[src/rtl/hdlc_tx_framer.sv]
// HDLC transmit framer: flags, LSB-first data, zero-bit insertion, optional
// CRC-16-CCITT FCS and abort sequences on a single registered serial line.
module hdlc_tx_framer #(
  parameter bit FCS_EN          = 1'b1,
  parameter int MAX_FRAME_BYTES = 128
) (
  input  logic       Clk,
  input  logic       Rst,
  input  logic       TxEN,
  input  logic [7:0] Tx_Data,
  input  logic       Tx_Valid,
  input  logic       Tx_Last,
  output logic       Tx_Ready,
  input  logic       Tx_AbortFrame,
  output logic       Tx,
  output logic       Tx_Busy,
  output logic       Tx_Done,
  output logic       Tx_AbortedTrans,
  output logic       Tx_Underrun
);

  typedef enum logic [2:0] {IDLE, START_FLAG, DATA, FCS, END_FLAG, ABORT} state_t;

  localparam int             BCW     = $clog2(MAX_FRAME_BYTES + 1);
  localparam logic [BCW-1:0] MAXB    = BCW'(MAX_FRAME_BYTES);
  localparam logic [7:0]     FLAG    = 8'h7E;
  localparam logic [7:0]     ABT_PAT = 8'hFE;

  state_t         state;
  logic [2:0]     cnt;        // index of the flag/abort bit currently on the line
  logic [15:0]    sh;         // bits not yet driven, LSB next
  logic [4:0]     left;       // number of valid bits in sh
  logic [2:0]     ones;       // run of 1s driven in DATA/FCS
  logic           stuffed;    // current line bit is an inserted 0
  logic           last_byte;
  logic [15:0]    crc;
  logic [BCW-1:0] nbytes;

  logic        slot, full, take, underrun, overflow, active, abort_req;
  logic        fcs_load, stuff, emit, crc_fb;
  logic [15:0] src, crc_next;
  logic [4:0]  src_left;

  always_comb begin
    slot      = (state == START_FLAG && cnt == 3'd7) ||
                (state == DATA && left == 5'd0 && !stuffed && !last_byte);
    full      = (nbytes == MAXB);
    Tx_Ready  = slot && !full;
    take      = Tx_Ready && Tx_Valid;
    underrun  = slot && !Tx_Valid;
    overflow  = slot && Tx_Valid && full;
    active    = (state != IDLE) && (state != ABORT);
    abort_req = active && (Tx_AbortFrame || !TxEN || underrun || overflow);
    fcs_load  = FCS_EN && state == DATA && left == 5'd0 && last_byte;
    stuff     = (ones == 3'd5);
    src       = sh;
    src_left  = left;
    if (take) begin
      src      = {8'h00, Tx_Data};
      src_left = 5'd8;
    end else if (fcs_load) begin
      src      = ~crc;
      src_left = 5'd16;
    end
    // Serialiser runs in DATA/FCS; a pending insertion is emitted before any state exit.
    emit = !abort_req &&
           ((state == START_FLAG && cnt == 3'd7) ||
            (state == DATA && !(left == 5'd0 && last_byte && !FCS_EN && !stuff)) ||
            (state == FCS && !(left == 5'd0 && !stuff)));
    crc_fb   = crc[0] ^ src[0];
    crc_next = {1'b0, crc[15:1]} ^ (crc_fb ? 16'h8408 : 16'h0000);
  end

  assign Tx_Busy = (state != IDLE);

  always_ff @(posedge Clk) begin
    if (Rst) begin
      state           <= IDLE;
      Tx              <= 1'b1;
      cnt             <= '0;
      sh              <= '0;
      left            <= '0;
      ones            <= '0;
      stuffed         <= 1'b0;
      last_byte       <= 1'b0;
      crc             <= 16'hFFFF;
      nbytes          <= '0;
      Tx_Done         <= 1'b0;
      Tx_AbortedTrans <= 1'b0;
      Tx_Underrun     <= 1'b0;
    end else begin
      Tx_Done         <= 1'b0;
      Tx_AbortedTrans <= 1'b0;
      Tx_Underrun     <= underrun;
      if (abort_req) begin
        state <= ABORT;
        Tx    <= ABT_PAT[0];
        cnt   <= '0;
      end else begin
        case (state)
          IDLE: begin
            Tx <= 1'b1;
            if (TxEN && Tx_Valid) begin
              state     <= START_FLAG;
              Tx        <= FLAG[0];
              cnt       <= '0;
              ones      <= '0;
              stuffed   <= 1'b0;
              last_byte <= 1'b0;
              left      <= '0;
              crc       <= 16'hFFFF;
              nbytes    <= '0;
            end
          end
          START_FLAG: begin
            cnt <= cnt + 3'd1;
            Tx  <= FLAG[cnt + 3'd1];
            if (cnt == 3'd7) state <= DATA;
          end
          DATA: begin
            if (left == 5'd0 && last_byte) begin
              if (FCS_EN) state <= FCS;
              else if (!stuff) begin
                state <= END_FLAG;
                Tx    <= FLAG[0];
                cnt   <= '0;
              end
            end
          end
          FCS: begin
            if (left == 5'd0 && !stuff) begin
              state <= END_FLAG;
              Tx    <= FLAG[0];
              cnt   <= '0;
            end
          end
          END_FLAG: begin
            cnt <= cnt + 3'd1;
            Tx  <= FLAG[cnt + 3'd1];
            if (cnt == 3'd7) begin
              state   <= IDLE;
              Tx      <= 1'b1;
              Tx_Done <= 1'b1;
            end
          end
          ABORT: begin
            cnt <= cnt + 3'd1;
            Tx  <= ABT_PAT[cnt + 3'd1];
            if (cnt == 3'd7) begin
              state           <= IDLE;
              Tx              <= 1'b1;
              Tx_AbortedTrans <= 1'b1;
            end
          end
          default: state <= IDLE;
        endcase

        if (emit) begin
          if (stuff) begin
            Tx      <= 1'b0;
            ones    <= '0;
            stuffed <= 1'b1;
            sh      <= src;
            left    <= src_left;
          end else begin
            Tx      <= src[0];
            ones    <= src[0] ? ones + 3'd1 : 3'd0;
            stuffed <= 1'b0;
            sh      <= src >> 1;
            left    <= src_left - 5'd1;
            // FCS covers payload bits only
            if ((state == DATA || state == START_FLAG) && !fcs_load) crc <= crc_next;
          end
        end
        if (take) begin
          last_byte <= Tx_Last;
          nbytes    <= nbytes + BCW'(1);
        end
      end
    end
  end

endmodule

[config.mk]
export PLATFORM = sky130hd
export DESIGN_NAME = hdlc_tx_framer
export DESIGN_NICKNAME = d
export VERILOG_FILES = /design/src/rtl/hdlc_tx_framer.sv
export SDC_FILE = /design/constraint.sdc
export NUM_CORES = 1
export LEC_CHECK = 0
export BUFFER_PORTS_ARGS = -buffer_cell sky130_fd_sc_hd__buf_2
export CAP_MARGIN = 20
export CORE_ASPECT_RATIO = 0.5
export CORE_MARGIN = 8
export CORE_UTILIZATION = 36
export DETAILED_ROUTE_END_ITERATION = 6
export GPL_TIMING_DRIVEN = 1
export HOLD_SLACK_MARGIN = 0.1
export PLACE_DENSITY = 0.51
export SYNTH_ARGS = -nofsm -noshare
export SYNTH_HDL_FRONTEND = slang
export SYNTH_SLANG_ARGS = --single-unit
[constraint.sdc]
create_clock -name Clk -period 7.4 [get_ports Clk]
set_input_delay 0 -clock Clk [delete_from_list [all_inputs] [get_ports Clk]]
set_output_delay 0 -clock Clk [all_outputs]
set_load 0.03 [all_outputs]
==> results.json <==
{
  "cts_tree": "yes",
  "pwr-share-clk_pct": 44.2,
  "synthesis.area_um2": 3440,
  "grt_pass1_vias": 2863,
  "worstHoldPathType": "in2reg",
  "clk_pin_slew_ps": 50,
  "yosys.area.top_type": "dfxtp_1",
  "cellPowerDensity_nw_per_um2": 222,
  "cts_root_buffer": "clkbuf_16",
  "die_w_um": 154,
  "drv_slew": 0,
  "relSlewSlack_pct": 35.9,
  "rows": 25,
  "dp_hpwl_um": 5500,
  "crit-reg2reg-launch": "ones[0]",
  "drive_gt1_share_pct": 12.4,
  "grt_setup_unrepaired": "no",
  "diodes": 0,
  "fin_skew_ps": 5.79,
  "yosys_warnings": 0,
  "reg2reg_to": "sh[9]",
  "final_util_pct": 41.5,
  "swShare_pct": 28.1,
  "syn-num-nets": 463,
  "synth_seq_area_share_pct": 34.9,
  "numCtsBuffers": 9,
  "critPathMaxStageDelay_ps": 650,
  "nets": 471,
  "layout.cells.most_common": "nor2_1",
  "cts_max_level": 3,
  "tightest_slew_ps": 962,
  "power_leakage_nw": 1.49,
  "cp-start-kind": "flip-flop",
  "layout_common_cells": "76 x nor2_1, 60 x dfxtp_1, 37 x nand2_1, 34 x a21oi_1, 20 x mux2i_1",
  "grt_max_degree": 52,
  "outcome": "complete, no violations",
  "antenna_found_initial": 0,
  "timing.setup.tns_ps": 0,
  "fillCellCount": 949,
  "required_ps": 7660,
  "finalWirelength_um": 8160,
  "drtIter0Drc": 165,
  "cts.sinks": 60,
  "fin_crit_ps": 2930,
  "fmaxAchievable_ghz": 0.341,
  "first_pass_iters": 4,
  "pwr-share-seq_pct": 41.2,
  "intPower_uw": 618,
  "wl_per_cell_um": 14.2,
  "syn_avg_cell_area_um2": 7.82,
  "num_vias": 3012,
  "crit_path_cell_trace": "ha_1, nand2_1, a311oi_2, o21ai_2, buf_4, nor2_1, a22oi_1, nor2_1",
  "portBuffers": 19,
  "worstHoldStart": "Tx_Data[0]",
  "crit_top_cell": "nor2_1",
  "synth_cells": 440,
  "start_util_pct": 36.8,
  "hold_viol": 0,
  "endpoint_kind": "flip-flop",
  "synth_seq_cells": 60,
  "final-setup-viol-count": 0,
  "synth-edff-count": 0,
  "rrSetupSlack_ps": 4470,
  "clk_latency_ps": 330,
  "track_usage_pct": 13.1,
  "dieHeight_um": 85.1,
  "synth_top_cells_by_area": "dfxtp_1 35%, nor2_1 8.3%, mux2i_1 5.8%",
  "fin_cells": 573,
  "ys.flop_type": "dfxtp_1",
  "slowest_stage": "a311oi_2",
  "core_um2": 9350,
  "grt-ovfl-total": 0,
  "maxCapViolCount": 0,
  "hold_depth": 4,
  "ys_types": 60,
  "pin_count": 20,
  "path_class": "reg2reg",
  "critPathArrivalTime_ps": 3190,
  "hold_ws_ps": 119,
  "cts.path.max_buffers": 2,
  "ff2ff_path_depth": 8,
  "viasPerCell": 5.26,
  "synth_top_cell_area_share_pct": 34.9,
  "worst_ir_drop_vdd_uv": 88.7,
  "power_uw": 860,
  "hold_end": "crc[15]",
  "dp_cells": 554,
  "ant_nets": 0,
  "grt_pass1_wl_um": 14000,
  "area_growth_syn_to_layout_pct": 12.8,
  "drcViolationCount": 0,
  "gp_congestion": 0.741,
  "p_sw_uw": 242,
  "period_share_pct": 39.6,
  "cts_setup_buffers": 0,
  "combPwrFrac_pct": 14.5,
  "die_area_um2": 13100,
  "ys_async_sr_fraction_pct": 0,
  "path_max_fanout": 32
}
-- critical path, delay by kind of cell (launching register included) --
kind	cells	cell delay, ps
AND/OR/NAND/NOR	3	1070
AO/OA/AOI/OAI	3	950
flip-flops	1	370
buffers and inverters	1	290
adder cells (fa/ha/maj)	1	180
-- timing repair --
item,4_1_cts,5_1_grt
hold endpoints to repair,3,0
resized for setup,0,0
hold buffers,3,0
-- power groups by stage --
stage	registers [mW]	clock network, mW	logic [mW]
final	0.355	0.380	0.125
after detailed placement	0.361	0	0.124
after global routing	0.357	0.406	0.140
after CTS	0.354	0.392	0.126
after global placement	0.361	0	0.125
after floorplan	0.350	0	0.102
-- cells in the mapped netlist (3+ instances only) --
cell type,n
o211ai_1,3
a21oi_1,34
inv_1,16
nor3_1,16
nand4_1,3
a31oi_1,3
buf_4,3
nor4_1,4
buf_2,8
o21ai_1,15
or2_2,4
nand3_1,7
o21ai_0,16
a211oi_1,9
dfxtp_1,60
and2_1,5
ha_1,9
nand2b_1,16
nor2_1,76
mux2i_1,20
xor2_1,4
and3_1,3
nand2_1,37
or3_1,6
a22oi_1,9
clkbuf_1,13
-- per-stage QoR --
stage | worst slack (ps) | cell area (µm²)
after global placement | 4500 | 3570
final | 4470 | 3880
after detailed placement | 4430 | 3570
after CTS | 4420 | 3870
after floorplan | 5000 | 3440
after global routing | 4230 | 3880
-- how the worst max path moves through the flow --
stage / startpoint / endpoint / slack [ps]
finish: ones[0] / sh[9] / 4470
global route: ones[0] / sh[13] / 4230
CTS: ones[0] / crc[9] / 4420
detailed placement: ones[0] / crc[9] / 4430
global placement: ones[0] / crc[11] / 4500
floorplan: cnt[0] / left[4] / 5000
-- routing by layer --
metal  global-route usage, %  share of wire (%)  vias up
met1                    16.8                 52     1396
li1                        -                  -     1566
met2                    20.6                 42       39
met3                    4.05                4.3       11
met5                       0                  0        -
met4                    4.24                1.3        0
-- sequential cells by signal (all words and copies together) (netlist names), 3 cells and up --
name,cells
crc,16
sh,16
nbytes,8
left,5
cnt,3
ones,3
state,3
-- final cells by class --
type                       count  area (µm²)  area share (%)
multi-input combinational    336        2040            52.7
sequential                    60        1200            30.9
clock buffer                  13         260            6.70
timing repair buffer          25         155            4.00
tap                          121         151            3.90
inverter                      16        60.1            1.55
clock inverter                 2        10.0           0.258
-- cell families (layout without fill, tap and decap cells) --
logic type               Yosys count  in the layout  share of synthesized area [%]
AO/OA/AOI/OAI                    111            111                           21.2
buffers and inverters             44             56                           5.85
AND/OR/NAND/NOR                  190            190                           27.4
flip-flops                        60             60                           34.9
adder cells (fa/ha/maj)            9              9                           3.27
multiplexers                      20             20                           5.82
XOR/XNOR                           6              6                           1.53
Power figures use the tool's default switching activity.
